`config.mk`:
```
export PLATFORM = sky130hd
export DESIGN_NAME = lsu
export DESIGN_NICKNAME = d
export VERILOG_FILES = /design/src/rtl/lsu.sv
export SDC_FILE = /design/constraint.sdc
export NUM_CORES = 1
export LEC_CHECK = 0
export ABC_CLOCK_PERIOD_IN_PS = 3200
export BUFFER_PORTS_ARGS = -buffer_cell sky130_fd_sc_hd__buf_4
export CORE_MARGIN = 2
export CORE_UTILIZATION = 45
export DETAILED_ROUTE_END_ITERATION = 10
export PLACE_DENSITY = 0.7
export REMOVE_ABC_BUFFERS = 1
export SYNTH_ARGS = -nofsm -noshare
export SYNTH_HDL_FRONTEND = slang
export SYNTH_SLANG_ARGS = --single-unit
export TNS_END_PERCENT = 50
```
`constraint.sdc`:
```
create_clock -name clk -period 3.2 [get_ports clk]
set_input_delay 0.64 -clock clk [delete_from_list [all_inputs] [get_ports clk]]
set_output_delay 0.64 -clock clk [all_outputs]
set_load 0.005 [all_outputs]
```
`src/rtl/lsu.sv`:
```
`default_nettype none
// ============================================================================
//  Module   : lsu
//  Purpose  : Load/store unit between execute and write-back. Takes the ALU
//             result as an effective address (or pass-through value), runs a
//             single data-memory transaction over a valid/ready port, and
//             returns the write-back value with lane steering, store masks
//             and load sign/zero extension applied.
//  Ports    : clk, rst            - clock, synchronous active-high reset
//             in_*                - request from EXU (valid/ready handshake)
//             mem_req_*, mem_*    - word-aligned memory request channel
//             mem_rsp_valid/rdata - memory response (read data or write ack)
//             out_*               - write-back value to WBU (valid/ready)
//  Params   : XLEN (32 only), TIMEOUT_CYCLES (0 disables the WAIT timeout)
//  Options  : LSU_MISALIGN_CHECK_EN - reject misaligned half/word accesses
//                                     with out_err instead of masking offsets
//  Revision : 1.0 - initial release
// ============================================================================
module lsu #(
    parameter int XLEN           = 32,
    parameter int TIMEOUT_CYCLES = 255
) (
    input  logic            clk,
    input  logic            rst,
    input  logic            in_valid,
    output logic            in_ready,
    input  logic [XLEN-1:0] in_addr,
    input  logic [XLEN-1:0] in_wdata,
    input  logic [2:0]      in_memop,
    input  logic            in_memrd,
    input  logic            in_memwr,
    output logic            mem_req_valid,
    input  logic            mem_req_ready,
    output logic [XLEN-1:0] mem_addr,
    output logic            mem_wen,
    output logic [XLEN-1:0] mem_wdata,
    output logic [3:0]      mem_wmask,
    input  logic            mem_rsp_valid,
    input  logic [XLEN-1:0] mem_rdata,
    output logic            out_valid,
    input  logic            out_ready,
    output logic [XLEN-1:0] out_data,
    output logic            out_err
);

    // Counter is at least 8 bits, wider only if the timeout needs it.
    localparam int c_cnt_w = (TIMEOUT_CYCLES > 255) ? $clog2(TIMEOUT_CYCLES + 1) : 8;
    localparam logic [c_cnt_w-1:0] c_timeout = c_cnt_w'(TIMEOUT_CYCLES);
    localparam logic c_to_en = (TIMEOUT_CYCLES != 0);

    localparam logic [1:0] c_idle = 2'd0;
    localparam logic [1:0] c_req  = 2'd1;
    localparam logic [1:0] c_wait = 2'd2;
    localparam logic [1:0] c_done = 2'd3;

    logic [1:0]         r_state;
    logic [1:0]         w_state_nxt;
    logic [XLEN-1:0]    r_addr;
    logic [XLEN-1:0]    r_wdata;
    logic [2:0]         r_memop;
    logic               r_wr;
    logic [XLEN-1:0]    r_out_data;
    logic               r_out_err;
    logic [c_cnt_w-1:0] r_cnt;

    logic               w_in_mem;
    logic               w_in_misalign;
    logic               w_timeout;
    logic [c_cnt_w-1:0] w_cnt_inc;
    logic               w_is_byte;
    logic               w_is_half;
    logic [1:0]         w_off;
    logic [XLEN-1:0]    w_store_data;
    logic [3:0]         w_store_mask;
    logic [XLEN-1:0]    w_shifted;
    logic [XLEN-1:0]    w_load_data;
    logic               w_sext;
    logic               w_req_active;

    assign w_in_mem = in_memrd | in_memwr;

`ifdef LSU_MISALIGN_CHECK_EN
    // Codes 01 are halves; any code with bit 1 set is a word (reserved codes included).
    assign w_in_misalign = ((in_memop[1:0] == 2'b01) && in_addr[0]) ||
                           (in_memop[1] && (in_addr[1:0] != 2'b00));
`else
    assign w_in_misalign = 1'b0;
`endif

    assign w_cnt_inc = r_cnt + c_cnt_w'(1);
    assign w_timeout = c_to_en && (w_cnt_inc == c_timeout);

    // ------------------------------------------------------------------
    // State register
    // ------------------------------------------------------------------
    always_ff @(posedge clk) begin
        if (rst) begin
            r_state <= c_idle;
        end else begin
            r_state <= w_state_nxt;
        end
    end

    // ------------------------------------------------------------------
    // Next-state logic
    // ------------------------------------------------------------------
    always_comb begin
        w_state_nxt = r_state;
        case (r_state)
            c_idle: begin
                if (in_valid) begin
                    if (!w_in_mem || w_in_misalign) begin
                        w_state_nxt = c_done;
                    end else begin
                        w_state_nxt = c_req;
                    end
                end
            end
            c_req: begin
                if (mem_req_ready) begin
                    w_state_nxt = c_wait;
                end
            end
            c_wait: begin
                if (mem_rsp_valid || w_timeout) begin
                    w_state_nxt = c_done;
                end
            end
            c_done: begin
                if (out_ready) begin
                    w_state_nxt = c_idle;
                end
            end
            default: w_state_nxt = c_idle;
        endcase
    end

    // ------------------------------------------------------------------
    // Request capture, timeout counter and result registers
    // ------------------------------------------------------------------
    always_ff @(posedge clk) begin
        if (rst) begin
            r_addr     <= '0;
            r_wdata    <= '0;
            r_memop    <= 3'b000;
            r_wr       <= 1'b0;
            r_out_data <= '0;
            r_out_err  <= 1'b0;
            r_cnt      <= '0;
        end else begin
            case (r_state)
                c_idle: begin
                    if (in_valid) begin
                        r_addr  <= in_addr;
                        r_wdata <= in_wdata;
                        r_memop <= in_memop;
                        r_wr    <= in_memwr;
                        if (!w_in_mem) begin
                            r_out_data <= in_addr;
                            r_out_err  <= 1'b0;
                        end else if (w_in_misalign) begin
                            r_out_data <= '0;
                            r_out_err  <= 1'b1;
                        end
                    end
                end
                c_req: begin
                    if (mem_req_ready) begin
                        r_cnt <= '0;
                    end
                end
                c_wait: begin
                    // A response in the final WAIT cycle wins over the timeout.
                    if (mem_rsp_valid) begin
                        r_out_data <= r_wr ? '0 : w_load_data;
                        r_out_err  <= 1'b0;
                    end else if (w_timeout) begin
                        r_out_data <= '0;
                        r_out_err  <= 1'b1;
                    end else begin
                        r_cnt <= w_cnt_inc;
                    end
                end
                default: begin
                end
            endcase
        end
    end

    // ------------------------------------------------------------------
    // Lane steering. Offsets finer than the access size are ignored, so
    // half accesses use addr[1] only and word accesses use no offset.
    // ------------------------------------------------------------------
    always_comb begin
        w_is_byte = (r_memop[1:0] == 2'b00);
        w_is_half = (r_memop[1:0] == 2'b01);
        w_sext    = ~r_memop[2];
        if (w_is_byte) begin
            w_off = r_addr[1:0];
        end else if (w_is_half) begin
            w_off = {r_addr[1], 1'b0};
        end else begin
            w_off = 2'b00;
        end

        if (w_is_byte) begin
            w_store_data = {4{r_wdata[7:0]}};
            w_store_mask = 4'b0001 << w_off;
        end else if (w_is_half) begin
            w_store_data = {2{r_wdata[15:0]}};
            w_store_mask = 4'b0011 << w_off;
        end else begin
            w_store_data = r_wdata;
            w_store_mask = 4'b1111;
        end

        w_shifted = mem_rdata >> {w_off, 3'b000};
        if (w_is_byte) begin
            w_load_data = {{(XLEN-8){w_sext & w_shifted[7]}}, w_shifted[7:0]};
        end else if (w_is_half) begin
            w_load_data = {{(XLEN-16){w_sext & w_shifted[15]}}, w_shifted[15:0]};
        end else begin
            w_load_data = mem_rdata;
        end
    end

    // ------------------------------------------------------------------
    // Outputs. Reset gates the handshakes combinationally so a pending
    // request disappears in the reset cycle itself.
    // ------------------------------------------------------------------
    assign w_req_active  = (r_state == c_req) && !rst;
    assign in_ready      = (r_state == c_idle) && !rst;
    assign mem_req_valid = w_req_active;
    assign mem_addr      = {r_addr[XLEN-1:2], 2'b00};
    assign mem_wen       = w_req_active & r_wr;
    assign mem_wdata     = w_store_data;
    assign mem_wmask     = mem_wen ? w_store_mask : 4'b0000;
    assign out_valid     = (r_state == c_done) && !rst;
    assign out_data      = r_out_data;
    assign out_err       = r_out_err;

endmodule
`default_nettype wire

```
# Word level (Yosys, flattened, before mapping)
# Index checks and enable logic that the tools add are counted.
# word_totals
output_inout_bits,105
word_cells,73
register_bits,111
input_bits,107
# op_classes
n_eq_ne,13
bitwise,5
n_mux,30
n_reduce_logical,13
n_addsub,1
shifts,3
# op_table
op,count
$mux W32,9
$pmux W32 S2,1
$shr A32 B5 Y16,1
$mux W8,3
$pmux W8 S2,1
$mux W2,7
$ne A2 B2 Y1 const B,7
$mux W4,3
$reduce_and A4 Y1,3
$add A8 B1 Y8 const B,1
$eq A8 B8 Y1 const B,1
$pmux W2 S4,1
$eq A2 B1 Y1 const B,2
$eq A2 B2 Y1 const B,2
$logic_not A2 Y1,2
$mux W1,4
$reduce_bool A2 Y1,2
$shl A1 B2 Y4 const A,1
$shl A2 B2 Y4 const A,1
$and A1 B1 Y1,3
$logic_and A1 B1 Y1,3
$ne A3 B3 Y1 const B,1
$pmux W1 S2,1
$reduce_and A2 Y1,1
4 further kinds,4

# Longest topological paths before layout
# logic_depth
word_depth,10
mapped_depth,9
depth_no_buf,8

# Worst setup path after synthesis
# No wires, ideal clock.
# synth_path
path_kind,register -> register
startpoint,register r_state[0]
endpoint,"register r_out_data[16], in the netlist out_data[16]"
path_slack_ns,0.855
required_time_ns,3.112
arrival_time_ns,2.257
synth_period_minus_slack_ns,2.345
stages_incl_launch_ff,8
path_cell_list,dfxtp_1 inv_1 ha_1 nand3b_1 nor2_1 dlygate4sd3_1 o22ai_1 a311oi_2
# synth_between
elab_chain_cells,3
# synth_lines
item,line,text
from (decl),56,logic [1:0] r_state;
from (signal assigned),98,r_state <= c_idle;
from (signal assigned),100,r_state <= w_state_nxt;
$eq A2 B2 Y1 or $logic_not A2 Y1 (tied branches),151,case (r_state)
$ne A3 B3 Y1 (no line) (tied with other cells),--,
$reduce_and A4 Y1 (no line),--,
to (signal assigned),159,r_out_data <= in_addr;
to (signal assigned),175,r_out_data <= r_wr ? '0 : w_load_data;
to (decl),62,logic [XLEN-1:0] r_out_data;
# Parallel ways exist; a longest one is shown, timed or not.
# A chain may end at the register's enable or synchronous reset.

# Worst setup path in the final report
# layout_path
startpoint,register r_cnt[1]
endpoint,"register r_out_data[20], in the netlist out_data[20]"
# layout_between
elab_chain_cells,4
# layout_lines
item,line,text
from (decl),64,logic [c_cnt_w-1:0] r_cnt;
from (signal assigned),181,r_cnt <= w_cnt_inc;
$add A8 B1 Y8,90,assign w_cnt_inc = r_cnt + c_cnt_w'(1);
$eq A8 B8 Y1,91,assign w_timeout = c_to_en && (w_cnt_inc == c_timeout);
$ne A3 B3 Y1 (no line),--,
$reduce_and A4 Y1 (no line),--,
# No other way between the ends.

==> key figures <==
Run status
  – Status: finished clean

Layout
  – Fillers: 1,268
  – Nets: 1,008
  – Non-Filler Instances: 1,070
  – N_diodes: 0
  – Most common cell after layout, fill and taps aside: buf_4
  – Register area: 2220 um^2
  – Area Growth Syn to Fin: 25.9%
  – Most frequent cells in the layout: buf_4 (225), nand2_1 (186), a21oi_1 (112)
  – Layout cells sized above 1: 0.329
  – Area of the multi-input gates: 3160 um^2

Floorplanning
  – Starting Density: 0.460
  – Full die area: 14,400 um^2
  – Chip width: 120 um
  – DIE HEIGHT: 120 um
  – Row cnt: 42
  – Core area: 13,200 um^2
  – IO Pins: 212

Power and ir drop
  – Sw frac: 0.377
  – Final total power: 0.00515 W
  – Clk pwr share: 0.203
  – PD cells: 675 nW/um^2
  – Pleak: 3.19 nW
  – Worst vdd ir: 0.000391 V
  – Combinational Power Share: 0.436
  – Flop pwr share: 0.361
  – P_int: 0.00321 W
  – Psw: 0.00194 W

Critical path
  – Worst path max stage delay: 0.47 ns
  – Worst r2r path cells: 6
  – Slowest-stage cell, CP: dfxtp_1
  – Critical path arrival: 2.92 ns
  – CP bufs+invs: 0
  – Worst setup EP type: flip-flop
  – Worst path depth: 6
  – Top fanout value on the critical path: 28
  – Delay-heaviest family, CP: compound AO/OA/AOI/OAI gates
  – Critical path origin: r_cnt[1]
  – R2R Setup Slk: 0.47 ns
  – Crit path cell chain: ha_1 > or2b_2 > a221o_1 > o311a_2 > nor2_8 > a311oi_2
  – Setup crit start kind: flip-flop
  – Reg-to-reg critical path startpoint: r_cnt[1]
  – Critical path class: flip-flop to flip-flop
  – R2r endpoint: out_data[20]
  – Crit path required time: 3.39 ns

Clock network
  – Number of setup buffers added after CTS: 0
  – Resize count post-CTS: 0
  – Bufs on Longest Clock Path: 2
  – Hold-fix buffers, CTS: 0
  – Num Clock Sinks: 111
  – Total CTS buffers: 9
  – Reg clk slew, reported paths: 0.07 ns
  – Number of H-tree levels: 3
  – CTS tree: built
  – Root Buffer: clkbuf_16
  – Clock latency on the worst-skew pair: 0.35 ns

Worst hold path
  – Hold Path Sink: r_addr[19]
  – Hold Path Origin: r_addr[19]
  – Type of the worst min-delay path: flip-flop to flip-flop
  – WHS Path Cells: 2

Place
  – DP Cell Count: 1,055
  – Detail Placement HPWL: 13.1 mm
  – Placer congestion estimate: 0.811
  – Input/output buffers: 209

Timing
  – Fmax: 367 MHz
  – Clk_skew: 0.00690 ns
  – Slew Viols, Final: 0
  – RSZ-0062 raised after global routing: false
  – Worst slew pin tran: 1.05 ns
  – Period minus WS final: 2.73 ns
  – Hold Violations, Final: 0
  – Setup_tns: 0 ns
  – Final period util: 0.852
  – Max_slew headroom: 0.302
  – Final setup viols: 0

Global routing
  – Largest net degree at the start of global routing: 85
  – GR Overflow Total: 0
  – Global-route wire length before repair: 28.9 mm
  – Number of global-route vias before repair: 5,474
  – Global Route Usage Sum: 0.252
  – Initial antenna violation count: 1

Detailed routing
  – Routed vias/inst: 5.38
  – Via count: 5,757
  – Drt first pass iters: 4
  – 1st-iter DRT viols: 381
  – Wire per inst: 17.1 um
  – Remaining antenna violation count: 0
  – Final wirelength: 18.3 mm
  – Drc violations: 0

Job
  – Max-Cap Viols: 0

Synth
  – Number of synthesized flops with an enable pin: 0
  – Post-synth ARST share: 0
  – Synth cell types: 58
  – Yosys reg bits: 111
  – Synth Instances: 749
  – Yosys Warn Count: 0
  – Synthesized area: 6070 um^2
  – Post-Syn Area per Cell: 8.10 um^2
  – Post-synthesis sequential area ratio: 0.366
  – Ys flop type: dfxtp_1
[area by class of cell]
| cell class | count | area share |
|---|---|---|
| inverters | 16 | 0.00786 |
| flip-flops and latches | 111 | 0.291 |
| repair buffers | 226 | 0.224 |
| multi-input cells | 526 | 0.414 |
| clock buffers | 12 | 0.0323 |
| clock inverters | 3 | 0.00262 |
| well taps | 176 | 0.0288 |
[layer usage]
| layer | vias to the layer above | wire (um) | track usage |
|---|---|---|---|
| li1 | 2862 | - | - |
| met1 | 2647 | 7450 | 0.307 |
| met2 | 221 | 8670 | 0.413 |
| met3 | 25 | 1830 | 0.0884 |
| met4 | 2 | 362 | 0.0890 |
| met5 | - | 12 | 0 |
[power groups by stage]
stage / combinational [W] / sequential [W] / clock [W]
floorplan: 0.00122 / 0.00189 / 0
global placement: 0.00222 / 0.00188 / 0
detailed placement: 0.00225 / 0.00188 / 0
CTS: 0.00226 / 0.00186 / 0.00108
global route: 0.00246 / 0.00189 / 0.00113
finish: 0.00225 / 0.00186 / 0.00105
[synthesized netlist by cell type (9+ instances only)]
cell type / instances / area share
nand2_1: 187 / 0.12
a21oi_1: 112 / 0.092
dfxtp_1: 111 / 0.37
buf_4: 42 / 0.052
clkbuf_1: 31 / 0.019
o22ai_1: 24 / 0.025
o21ai_0: 19 / 0.016
mux2_2: 18 / 0.033
nor2_1: 18 / 0.011
mux2i_1: 17 / 0.028
inv_1: 15 / 0.0093
a311oi_2: 13 / 0.032
ha_1: 11 / 0.023
a2bb2oi_1: 10 / 0.014
a211oi_2: 9 / 0.019
[kinds of logic (layout without fill, tap and decap cells)]
kind of cell / count (synthesis) / after routing / synth area share
AOI/OAI and AO/OA: 232 / 232 / 0.262
xor gates and xnor gates: 2 / 2 / 0.00289
adders and majority gates: 11 / 11 / 0.0227
buffers and inverters: 113 / 257 / 0.115
DFF: 111 / 111 / 0.366
muxes: 35 / 35 / 0.0615
other: 1 / 2 / 0.000618
and+or+nand+nor: 244 / 244 / 0.170
[worst max path at each step]
stage,end,slack [ns]
global placement,out_data[20],0.57
floorplan,out_data[16],-0.14
CTS,out_data[30],0.49
detailed placement,out_data[20],0.50
global route,out_data[30],0.27
finish,out_data[20],0.47
[worst register-to-register path, stage by stage (launching register included)]
cell	delay (ns)
dfxtp_1	0.47
ha_1	0.25
or2b_2	0.31
a221o_1	0.44
o311a_2	0.44
nor2_8	0.47
a311oi_2	0.19
[stage by stage]
stage                     hold WS [ns]   util  setup slack (ns)  cell area, um^2
after floorplan                  0.427      -            -0.138             5430
after global placement           0.442  0.559             0.573             7370
after detailed placement         0.446  0.559             0.499             7370
after CTS                        0.457  0.579             0.486             7640
after global routing             0.470  0.579             0.271             7640
final                            0.454  0.579             0.474             7640
[registers in the layout (all words and copies together), names as in the netlist]
name,cells
r_wr,1
r_wdata,32
r_cnt,8
r_memop,3
r_state,2
r_addr,32
out_data,32
out_err,1
Power figures use the tool's default switching activity.
